==> src/rtl/dma_pkg.sv <==
// Shared types and helpers for the single-channel DMA sequencer.
package dma_pkg;

  typedef enum logic [2:0] {
    ST_IDLE,
    ST_CHECK,
    ST_LAUNCH,
    ST_RUN,
    ST_NEXT,
    ST_DONE,
    ST_ERR
  } state_t;

  localparam logic [2:0] ERR_NONE     = 3'd0;
  localparam logic [2:0] ERR_ZERO_LEN = 3'd1;
  localparam logic [2:0] ERR_MISALIGN = 3'd2;
  localparam logic [2:0] ERR_TIMEOUT  = 3'd3;
  localparam logic [2:0] ERR_ABORT    = 3'd4;

  function automatic logic [31:0] chunk_min(input logic [31:0] a, input logic [31:0] b);
    return (a < b) ? a : b;
  endfunction

endpackage

==> src/rtl/dma_timeout_cnt.sv <==
// Loadable down-counter; expire flags the last enabled cycle before reaching zero.
module dma_timeout_cnt #(
  parameter int unsigned C_LOAD = 65535
) (
  input  logic clk,
  input  logic reset,
  input  logic load,
  input  logic en,
  output logic expire
);

  localparam int unsigned CW = $clog2(C_LOAD + 1);

  logic [CW-1:0] count;

  always_ff @(posedge clk) begin
    if (reset) begin
      count <= '0;
    end else if (load) begin
      count <= CW'(C_LOAD);
    end else if (en && (count != '0)) begin
      count <= count - CW'(1);
    end
  end

  // A reload in the same cycle (a done pulse) always beats expiry.
  assign expire = en && !load && (count <= CW'(1));

endmodule

==> src/rtl/dma_chan_ctrl.sv <==
// Single-channel DMA sequencer: validates a descriptor, splits it into FIFO-sized
// chunks and runs Read_Master/Write_Master together for each chunk.
module dma_chan_ctrl
  import dma_pkg::*;
#(
  parameter int unsigned C_ADDR_WIDTH  = 32,
  parameter int unsigned C_CHUNK_BYTES = 4096,
  parameter int unsigned C_TIMEOUT     = 65535
) (
  input  logic                    clk,
  input  logic                    reset,
  input  logic                    i_start,
  input  logic                    i_abort,
  input  logic                    i_irq_clr,
  input  logic [C_ADDR_WIDTH-1:0] i_src_addr,
  input  logic [C_ADDR_WIDTH-1:0] i_dst_addr,
  input  logic [31:0]             i_total_len,
  output logic                    o_rd_start,
  output logic [C_ADDR_WIDTH-1:0] o_rd_src_addr,
  output logic [31:0]             o_rd_total_len,
  input  logic                    i_rd_done,
  output logic                    o_wr_start,
  output logic [C_ADDR_WIDTH-1:0] o_wr_dst_addr,
  output logic [31:0]             o_wr_total_len,
  input  logic                    i_wr_done,
  output logic                    o_busy,
  output logic                    o_irq,
  output logic [2:0]              o_err_code,
  output logic [31:0]             o_bytes_done
);

  state_t state, next_state;

  logic [C_ADDR_WIDTH-1:0] cur_src, cur_dst, src_after, dst_after, launch_src, launch_dst;
  logic [C_ADDR_WIDTH-1:0] chunk_src, chunk_dst;
  logic [31:0]             rem, rem_after, launch_rem, chunk_len, bytes_done;
  logic                    rd_seen, wr_seen, rd_hit, wr_hit, abort_pend;
  logic                    busy, irq;
  logic [2:0]              err_code, err_sel;
  logic                    tmo_load, tmo_en, tmo_expire;

  assign rd_hit    = rd_seen | i_rd_done;
  assign wr_hit    = wr_seen | i_wr_done;
  assign rem_after = rem - chunk_len;
  assign src_after = cur_src + C_ADDR_WIDTH'(chunk_len);
  assign dst_after = cur_dst + C_ADDR_WIDTH'(chunk_len);

  // Chunk registers are loaded on entry to LAUNCH so the start pulse and its
  // address/length appear in the same cycle; from NEXT that uses post-advance values.
  assign launch_rem = (state == ST_NEXT) ? rem_after : rem;
  assign launch_src = (state == ST_NEXT) ? src_after : cur_src;
  assign launch_dst = (state == ST_NEXT) ? dst_after : cur_dst;

  assign tmo_load = (state == ST_LAUNCH) || ((state == ST_RUN) && (i_rd_done || i_wr_done));
  assign tmo_en   = (state == ST_RUN);

  dma_timeout_cnt #(
    .C_LOAD(C_TIMEOUT)
  ) u_timeout (
    .clk   (clk),
    .reset (reset),
    .load  (tmo_load),
    .en    (tmo_en),
    .expire(tmo_expire)
  );

  always_comb begin
    next_state = state;
    err_sel    = ERR_NONE;
    case (state)
      ST_IDLE:   if (i_start) next_state = ST_CHECK;
      ST_CHECK: begin
        if (rem == '0) begin
          next_state = ST_ERR;
          err_sel    = ERR_ZERO_LEN;
        end else if ((cur_src[1:0] != 2'b00) || (cur_dst[1:0] != 2'b00) ||
                     (rem[1:0] != 2'b00)) begin
          next_state = ST_ERR;
          err_sel    = ERR_MISALIGN;
        end else begin
          next_state = ST_LAUNCH;
        end
      end
      ST_LAUNCH: next_state = ST_RUN;
      ST_RUN: begin
        if (rd_hit && wr_hit) begin
          next_state = ST_NEXT;
        end else if (tmo_expire) begin
          next_state = ST_ERR;
          err_sel    = ERR_TIMEOUT;
        end
      end
      ST_NEXT: begin
        if (abort_pend) begin
          next_state = ST_ERR;
          err_sel    = ERR_ABORT;
        end else if (rem_after == '0) begin
          next_state = ST_DONE;
        end else begin
          next_state = ST_LAUNCH;
        end
      end
      ST_DONE:   next_state = ST_IDLE;
      ST_ERR:    next_state = ST_IDLE;
      default:   next_state = ST_IDLE;
    endcase
  end

  always_ff @(posedge clk) begin
    if (reset) begin
      state      <= ST_IDLE;
      cur_src    <= '0;
      cur_dst    <= '0;
      rem        <= '0;
      chunk_src  <= '0;
      chunk_dst  <= '0;
      chunk_len  <= '0;
      bytes_done <= '0;
      rd_seen    <= 1'b0;
      wr_seen    <= 1'b0;
      abort_pend <= 1'b0;
      busy       <= 1'b0;
      irq        <= 1'b0;
      err_code   <= ERR_NONE;
    end else begin
      state <= next_state;

      if ((state == ST_IDLE) && i_start) begin
        cur_src    <= i_src_addr;
        cur_dst    <= i_dst_addr;
        rem        <= i_total_len;
        bytes_done <= '0;
        busy       <= 1'b1;
      end

      if (next_state == ST_LAUNCH) begin
        chunk_len <= chunk_min(launch_rem, 32'(C_CHUNK_BYTES));
        chunk_src <= launch_src;
        chunk_dst <= launch_dst;
      end

      if (state == ST_LAUNCH) begin
        rd_seen <= 1'b0;
        wr_seen <= 1'b0;
      end else if (state == ST_RUN) begin
        if (i_rd_done) rd_seen <= 1'b1;
        if (i_wr_done) wr_seen <= 1'b1;
      end

      if (state == ST_NEXT) begin
        rem        <= rem_after;
        cur_src    <= src_after;
        cur_dst    <= dst_after;
        bytes_done <= bytes_done + chunk_len;
      end

      if (next_state == ST_IDLE) begin
        abort_pend <= 1'b0;
      end else if ((state != ST_IDLE) && i_abort) begin
        abort_pend <= 1'b1;
      end

      if ((state == ST_DONE) || (state == ST_ERR)) begin
        busy <= 1'b0;
      end

      if ((next_state == ST_DONE) || (next_state == ST_ERR)) begin
        irq      <= 1'b1;
        err_code <= err_sel;
      end else if (i_irq_clr) begin
        irq      <= 1'b0;
        err_code <= ERR_NONE;
      end
    end
  end

  assign o_rd_start     = (state == ST_LAUNCH);
  assign o_wr_start     = (state == ST_LAUNCH);
  assign o_rd_src_addr  = chunk_src;
  assign o_wr_dst_addr  = chunk_dst;
  assign o_rd_total_len = chunk_len;
  assign o_wr_total_len = chunk_len;
  assign o_busy         = busy;
  assign o_irq          = irq;
  assign o_err_code     = err_code;
  assign o_bytes_done   = bytes_done;

endmodule

==> config.mk <==
export PLATFORM = sky130hd
export DESIGN_NAME = dma_chan_ctrl
export DESIGN_NICKNAME = d
export VERILOG_FILES = /design/src/rtl/dma_pkg.sv /design/src/rtl/dma_timeout_cnt.sv /design/src/rtl/dma_chan_ctrl.sv
export SDC_FILE = /design/constraint.sdc
export NUM_CORES = 1
export LEC_CHECK = 0
export CORE_MARGIN = 2
export CORE_UTILIZATION = 70
export CTS_BUF_LIST = sky130_fd_sc_hd__clkbuf_16
export DETAILED_ROUTE_END_ITERATION = 8
export DONT_BUFFER_PORTS = 1
export GPL_ROUTABILITY_DRIVEN = 1
export GPL_TIMING_DRIVEN = 0
export PLACE_DENSITY_LB_ADDON = 0.25
export SETUP_SLACK_MARGIN = 0.5
export SYNTH_ARGS = -nofsm -noshare
export SYNTH_HDL_FRONTEND = slang
export SYNTH_HIERARCHICAL = 1
export SYNTH_SLANG_ARGS = --single-unit
==> constraint.sdc <==
create_clock -name clk -period 9.5 [get_ports clk]
set_clock_uncertainty 0.05 [all_clocks]
set_input_delay 1.425 -clock clk [delete_from_list [all_inputs] [get_ports clk]]
set_output_delay 1.425 -clock clk [all_outputs]
set_load 0.01 [all_outputs]
==> flow_summary.yaml, run 1 <==
logic_synthesis:
  synth_common_cells: "349 x nand2_1, 251 x dfxtp_1, 249 x nor2_1"
  ys.flop_type: "dfxtp_1"
  synth_edf_count: 0
  yosysTopAreaCellShare_pct: 28.4
  synthCells: 2339
  synthTopCellsByArea: "dfxtp_1 28%, ha_1 9.0%, nand2_1 7.4%, a21oi_1 6.7%, nor2_1 5.3%"
  yosysMostFrequentCell: "nand2_1"
  yosys.cell_types.count: 97
  synth_fp_nets: 2573
  netlist_area_sq_um: 17700
  synth_area_leader_cell: "dfxtp_1"
  avgSynthCellArea_sq_um: 7.58
  synth_seq_cells: 251
  yosys_warnings: 6
  synth-seq-area-share_pct: 28.4
  synthArstFlopShare_pct: 0
clocking:
  post-cts-setup-buffers: 0
  cts_root_buf: "clkbuf_16"
  clockBufferDepth: 3
  path_clk_slew_ns: 0.06
  cts_resized: 0
  cts-hold-fix-buffers: 0
  cts_made_buffers: 28
  cts_tree: "built"
  htree_levels: 1
  clock_sinks: 251
  insertion_delay_ns: 0.56
setup_path:
  worst_setup_path_start_kind: "register"
  r2r_cells: 14
  crit_start: "o_rd_total_len[1]"
  reg2reg_setup_slack_ns: 3.94
  regToRegEndpoint: "o_rd_total_len[10]"
  endpoint_kind: "register"
  crit_required_ns: 9.94
  cp-endpoint: "o_rd_total_len[10]"
  crit_fanout: 10
  r2r-start: "o_rd_total_len[1]"
  arrival_ns: 6.00
  slowest_stage: "nor4_1"
  critical_path_class: "register to register"
  path_cells: "inv_1, ha_1, nor2b_1, o31a_2, o221a_2, o2111ai_1, o311ai_0, nor4_1, nand2_1, nor4_4, a21oi_2, nor2_1, buf_2, o2bb2ai_2"
  max_stage_delay_ns: 1.18
sta:
  worstMarginPinSlew_ns: 1.38
  max_freq_ghz: 0.180
  fin_crit_ns: 5.56
  fin_tns_setup_ns: 0
  finalSetupViolations: 0
  maxSlewViolCount: 0
  rsz0062_at_grt: "no"
  hold_viol: 0
  period_share_pct: 58.6
  slew_headroom_pct: 7.14
power_and_ir_drop:
  peakVddDrop_uv: 243
  p_per_area_nw_per_um2: 295
  cellLeakagePower_nw: 7.79
global_route:
  grt_pass1_wl_microns: 99000
  gr-total-overflow: 0
  track_usage_pct: 48.3
  grt_pass1_vias: 17600
  antenna_found_initial: 3
  grt_max_degree: 14
detailed_routing:
  top_layer_used: "met5"
  routed-via-count: 19000
  drt-total-wl_microns: 67600
  routedWlPerCell_microns: 24.8
  drtAntennaViolNets: 0
  drtIter0Drc: 2442
  drc: 0
  route.met3.wl_microns: 10300
  wl_met1_microns: 23400
  post_drt_via_cell_ratio: 6.97
  met2_length_microns: 28200
  first_pass_iters: 9
cells_and_area:
  final_area_sq_um: 19000
  num-fill-cells: 1914
  seq_area_sq_um: 5020
  finalNetCount: 2603
  layout-drive-gt1-share_pct: 6.73
  diodes: 0
  areaGrowthSynthToFinish_pct: 7.45
  multi_input_area_sq_um: 11700
place:
  portBuffers: 0
  hpwl_microns: 50000
  gp_congestion: 1.04
  postPlaceCellArea_sq_um: 18100
hold_path:
  min_path_cells: 2
  min_from: "cur_dst[24]"
  hp-class: "register to register"
outcome:
  status: "completed"
floorplan:
  die_h_microns: 163
  num_rows: 58
  coreArea_sq_um: 25000
  die_x_microns: 163
  start_util_pct: 70.8
  io_pins: 270
  dieArea_sq_um: 26600
job:
  max_cap_viol_count: 0
==> routing by layer <==
metal	track usage (%)	vias up
met5	0	-
met4	33.8	6
met3	18.7	395
met2	73.0	1341
met1	56.2	8718
li1	-	8508
==> stage by stage <==
stage | util, % | total power [mW] | hold WS (ns) | setup slack (ns) | cells
5_1_grt | 76.1 | 5.88 | 0.482 | 3.77 | 2721
6_report | 76.1 | 5.62 | 0.457 | 3.94 | 2721
4_1_cts | 76.1 | 5.49 | 0.453 | 4.08 | 2721
2_1_floorplan | - | 3.61 | 0.413 | 5.36 | 2339
3_5_place_dp | 72.4 | 4.40 | 0.445 | 4.10 | 2669
3_3_place_gp | 72.4 | 4.32 | 0.430 | 4.17 | 2669
==> cells by family after synthesis <==
kind of cell | after synthesis | synth area share (%)
adder cells (fa/ha/maj) | 131 | 9.42
AO/OA/AOI/OAI | 697 | 26.6
XOR/XNOR | 92 | 4.55
buffers and inverters | 227 | 5.80
multiplexers | 17 | 0.988
flip-flops | 251 | 28.4
AND/OR/NAND/NOR | 924 | 24.3
==> where the power goes <==
part | total, mW | internal (mW) | switching [mW]
clock network | 1.10 | 0.631 | 0.469
registers | 1.65 | 1.31 | 0.335
logic | 2.88 | 1.02 | 1.85
==> worst min-delay path by stage <==
stage	end	slack (ns)
3_3_place_gp	o_rd_src_addr[29]	0.43
5_1_grt	o_rd_src_addr[21]	0.48
3_5_place_dp	o_wr_dst_addr[24]	0.44
4_1_cts	o_wr_dst_addr[24]	0.45
2_1_floorplan	rem[16]	0.41
6_report	o_wr_dst_addr[24]	0.46
==> cell type report <==
type	instances	share of cell area (%)
Clock buffer	29	3.81
Tap cell	330	2.17
Clock inverter	23	0.959
Buffer	162	4.11
Multi-Input combinational cell	1861	61.3
Sequential cell	251	26.4
Inverter	65	1.28
==> layout by cell type (no fill, tap or decap), drive strengths merged, types with 30 or more instances in the layout <==
cell,netlist,layout
nand2,349,349
dfxtp,251,251
nor2,249,249
a21oi,244,244
ha,127,127
clkbuf,94,123
o21ai,81,81
inv,65,72
buf,68,68
a211oi,62,62
nor3,61,61
nand3,60,60
xnor2,56,56
a21o,52,52
xor2,36,36
a311oi,34,34
a31oi,31,31
nand2b,30,30
o21a,30,30
==> state kept, by name (all words and copies together) (netlist names) <==
name	flops
o_wr_dst_addr	32
u_timeout/count	16
rd_seen	1
o_irq	1
o_rd_total_len	32
state	3
o_bytes_done	32
wr_seen	1
rem	32
abort_pend	1
cur_dst	32
cur_src	32
o_rd_src_addr	32
o_busy	1
o_err_code	3
==> worst max-delay path, delay by kind of cell, from the launching register on <==
| family | cells | cell delay, ns |
|---|---|---|
| adder cells (fa/ha/maj) | 1 | 0.36 |
| AO/OA/AOI/OAI | 6 | 1.41 |
| buffers and inverters | 2 | 0.72 |
| AND/OR/NAND/NOR | 5 | 2.14 |
| flip-flops | 1 | 0.78 |
(Power assumes the default switching activity.)
==> inputs of run 2 (changes only) <==
Settings changed: CORE_UTILIZATION 70 to 65.
Clock period 9.5 ns to 5.15 ns, I/O delays scaled along.
==> run 2 against run 1 <==
Compared with the run above: count of clock-buffer cells in the layout is the same; total power grew 87%; critical path type unchanged; cell count increased by 0.40%; via count decreased by 1.3%; fmax grew 22%; global-route usage decreased by 2.8 points; sequential share of layout area down 0.066 points; sequential cell count did not move; non-clock buffer count up 1.
==> flow_summary.yaml, run 2 (synthesis results as in run 1) <==
floorplan:
  coreArea_sq_um: 26900
  io_pins: 270
  start_util_pct: 65.9
  dieArea_sq_um: 28600
  num_rows: 60
  die_x_microns: 169
  die_h_microns: 169
setup_path:
  arrival_ns: 4.99
  worst_setup_path_start_kind: "register"
  critical_path_class: "register to register"
  critPathTopFamily: "simple AND/OR/NAND/NOR gates"
  crit_top_cell: "or4_1"
  path_buf_inv: 2
  endpoint_kind: "register"
  crit_required_ns: 5.58
  path_cells: "clkinvlp_4, ha_1, nor2b_1, o31a_2, o311a_1, nor2_1, a22o_1, mux2_2, or4_1, or4_1, o41ai_2, nand3_2, buf_6, o2bb2ai_2"
  max_stage_delay_ns: 0.58
  crit_fanout: 10
  slowest_stage: "or4_1"
power_and_ir_drop:
  cellLeakagePower_nw: 7.84
  peakVddDrop_uv: 494
  p_per_area_nw_per_um2: 547
  finalPower_mw: 10.5
cells_and_area:
  mostFrequentLayoutCell: "nand2_1"
  areaGrowthSynthToFinish_pct: 8.69
  mostFrequentLayoutCells: "349 x nand2_1, 248 x nor2_1, 234 x a21oi_1"
  num-fill-cells: 2299
  layout-drive-gt1-share_pct: 8.46
  finalNetCount: 2605
detailed_routing:
  drtIter0Drc: 2102
  first_pass_iters: 5
  post_drt_via_cell_ratio: 6.85
  routed-via-count: 18700
  drc: 0
  routedWlPerCell_microns: 24.9
  drt-total-wl_microns: 68100
  drtAntennaViolNets: 0
sta:
  finalSetupViolations: 0
  max_freq_ghz: 0.220
  fin_crit_ns: 4.56
  hold_slack_ns: 0.331
  period_share_pct: 88.5
  maxSlewViolCount: 0
  worstMarginPinSlew_ns: 1.01
  fin_tns_setup_ns: 0
  slew_headroom_pct: 32.7
  rsz0062_at_grt: "no"
  hold_viol: 0
global_route:
  track_usage_pct: 45.6
  grt_max_degree: 16
  antenna_found_initial: 4
  gr-total-overflow: 0
  grt_pass1_wl_microns: 100000
  grt_pass1_vias: 17700
place:
  gp_congestion: 1.03
  portBuffers: 0
  hpwl_microns: 50900
job:
  max_cap_viol_count: 0
clocking:
  path_clk_slew_ns: 0.06
  cts_made_buffers: 29
  cts-hold-fix-buffers: 0
  htree_levels: 1
  clock_sinks: 251
  cts_root_buf: "clkbuf_16"
  clockBufferDepth: 3
  cts_tree: "built"
  insertion_delay_ns: 0.56
outcome:
  status: "completed"
hold_path:
  hp-class: "primary input to register"
## run 2: cell count changes in the layout (fill, tap and decap cells not counted), moves of 4 or more
cell      change
clkinv_1      -4
clkinv_2      -6
dfxtp_1      -26
dfxtp_2      +21
dfxtp_4       +5
## run 2: power by group
part | leakage, nW | total, mW | internal [mW] | switching [mW]
Combinational | 5.31 | 5.42 | 1.94 | 3.47
Sequential | 2.06 | 3.05 | 2.43 | 0.624
Clock | 0.468 | 2.07 | 1.18 | 0.888
## run 2: final timing paths
path,start,slack (ns),endpoint,cells past startpoint
worst min register to register,cur_src[28],0.45,o_rd_src_addr[28],2
worst min-delay path,i_total_len[6],0.33,rem[6],2
worst max-delay path,o_rd_total_len[1],0.59,o_rd_total_len[10],14
worst max register to register,o_rd_total_len[1],0.59,o_rd_total_len[10],14
## run 2: final cells by class
| cell class | count | area [sq um] | area share [%] |
|---|---|---|---|
| Sequential cell | 251 | 5070 | 26.3 |
| Antenna cell | 3 | 7.51 | 0.0390 |
| Tap cell | 341 | 427 | 2.21 |
| Inverter | 65 | 248 | 1.29 |
| Timing Repair Buffer | 1 | 7.51 | 0.0390 |
| Buffer | 162 | 793 | 4.12 |
| Multi-Input combinational cell | 1861 | 11800 | 61.2 |
| Clock inverter | 19 | 201 | 1.05 |
| Clock buffer | 29 | 726 | 3.77 |
## run 2: timing repair
item,CTS,global route
resized for setup,25,31
setup buffers,0,1
setup endpoints to repair,102,96
endpoints found under the hold margin,0,0
pin swaps,0,1
## run 2: per-layer routing
metal / GRT usage, % / wire, microns / vias up
met5: 0 / 59 / -
met3: 12.7 / 8610 / 310
met1: 55.3 / 25100 / 8743
li1: - / - / 8529
met2: 70.1 / 29100 / 1136
met4: 31.1 / 5220 / 8
## run 2: worst reg2reg max path, stage by stage, from the launching register on
cell and delay [ns]:
dfxtp_4 0.50, clkinvlp_4 0.15, ha_1 0.29, nor2b_1 0.14, o31a_2 0.32, o311a_1 0.35, nor2_1 0.13, a22o_1 0.22
mux2_2 0.38, or4_1 0.52, or4_1 0.58, o41ai_2 0.30, nand3_2 0.19, buf_6 0.24, o2bb2ai_2 0.14
## run 2: through the flow
step | util, % | cells | worst slack [ns] | instance area (sq um)
after CTS | 71.2 | 2728 | 0.505 | 19100
final | 71.7 | 2732 | 0.595 | 19300
after global routing | 71.7 | 2731 | 0.486 | 19300
after detailed placement | 67.5 | 2680 | -0.172 | 18100
after floorplan | - | 2339 | 1.01 | 17700
after global placement | 67.5 | 2680 | -0.109 | 18100
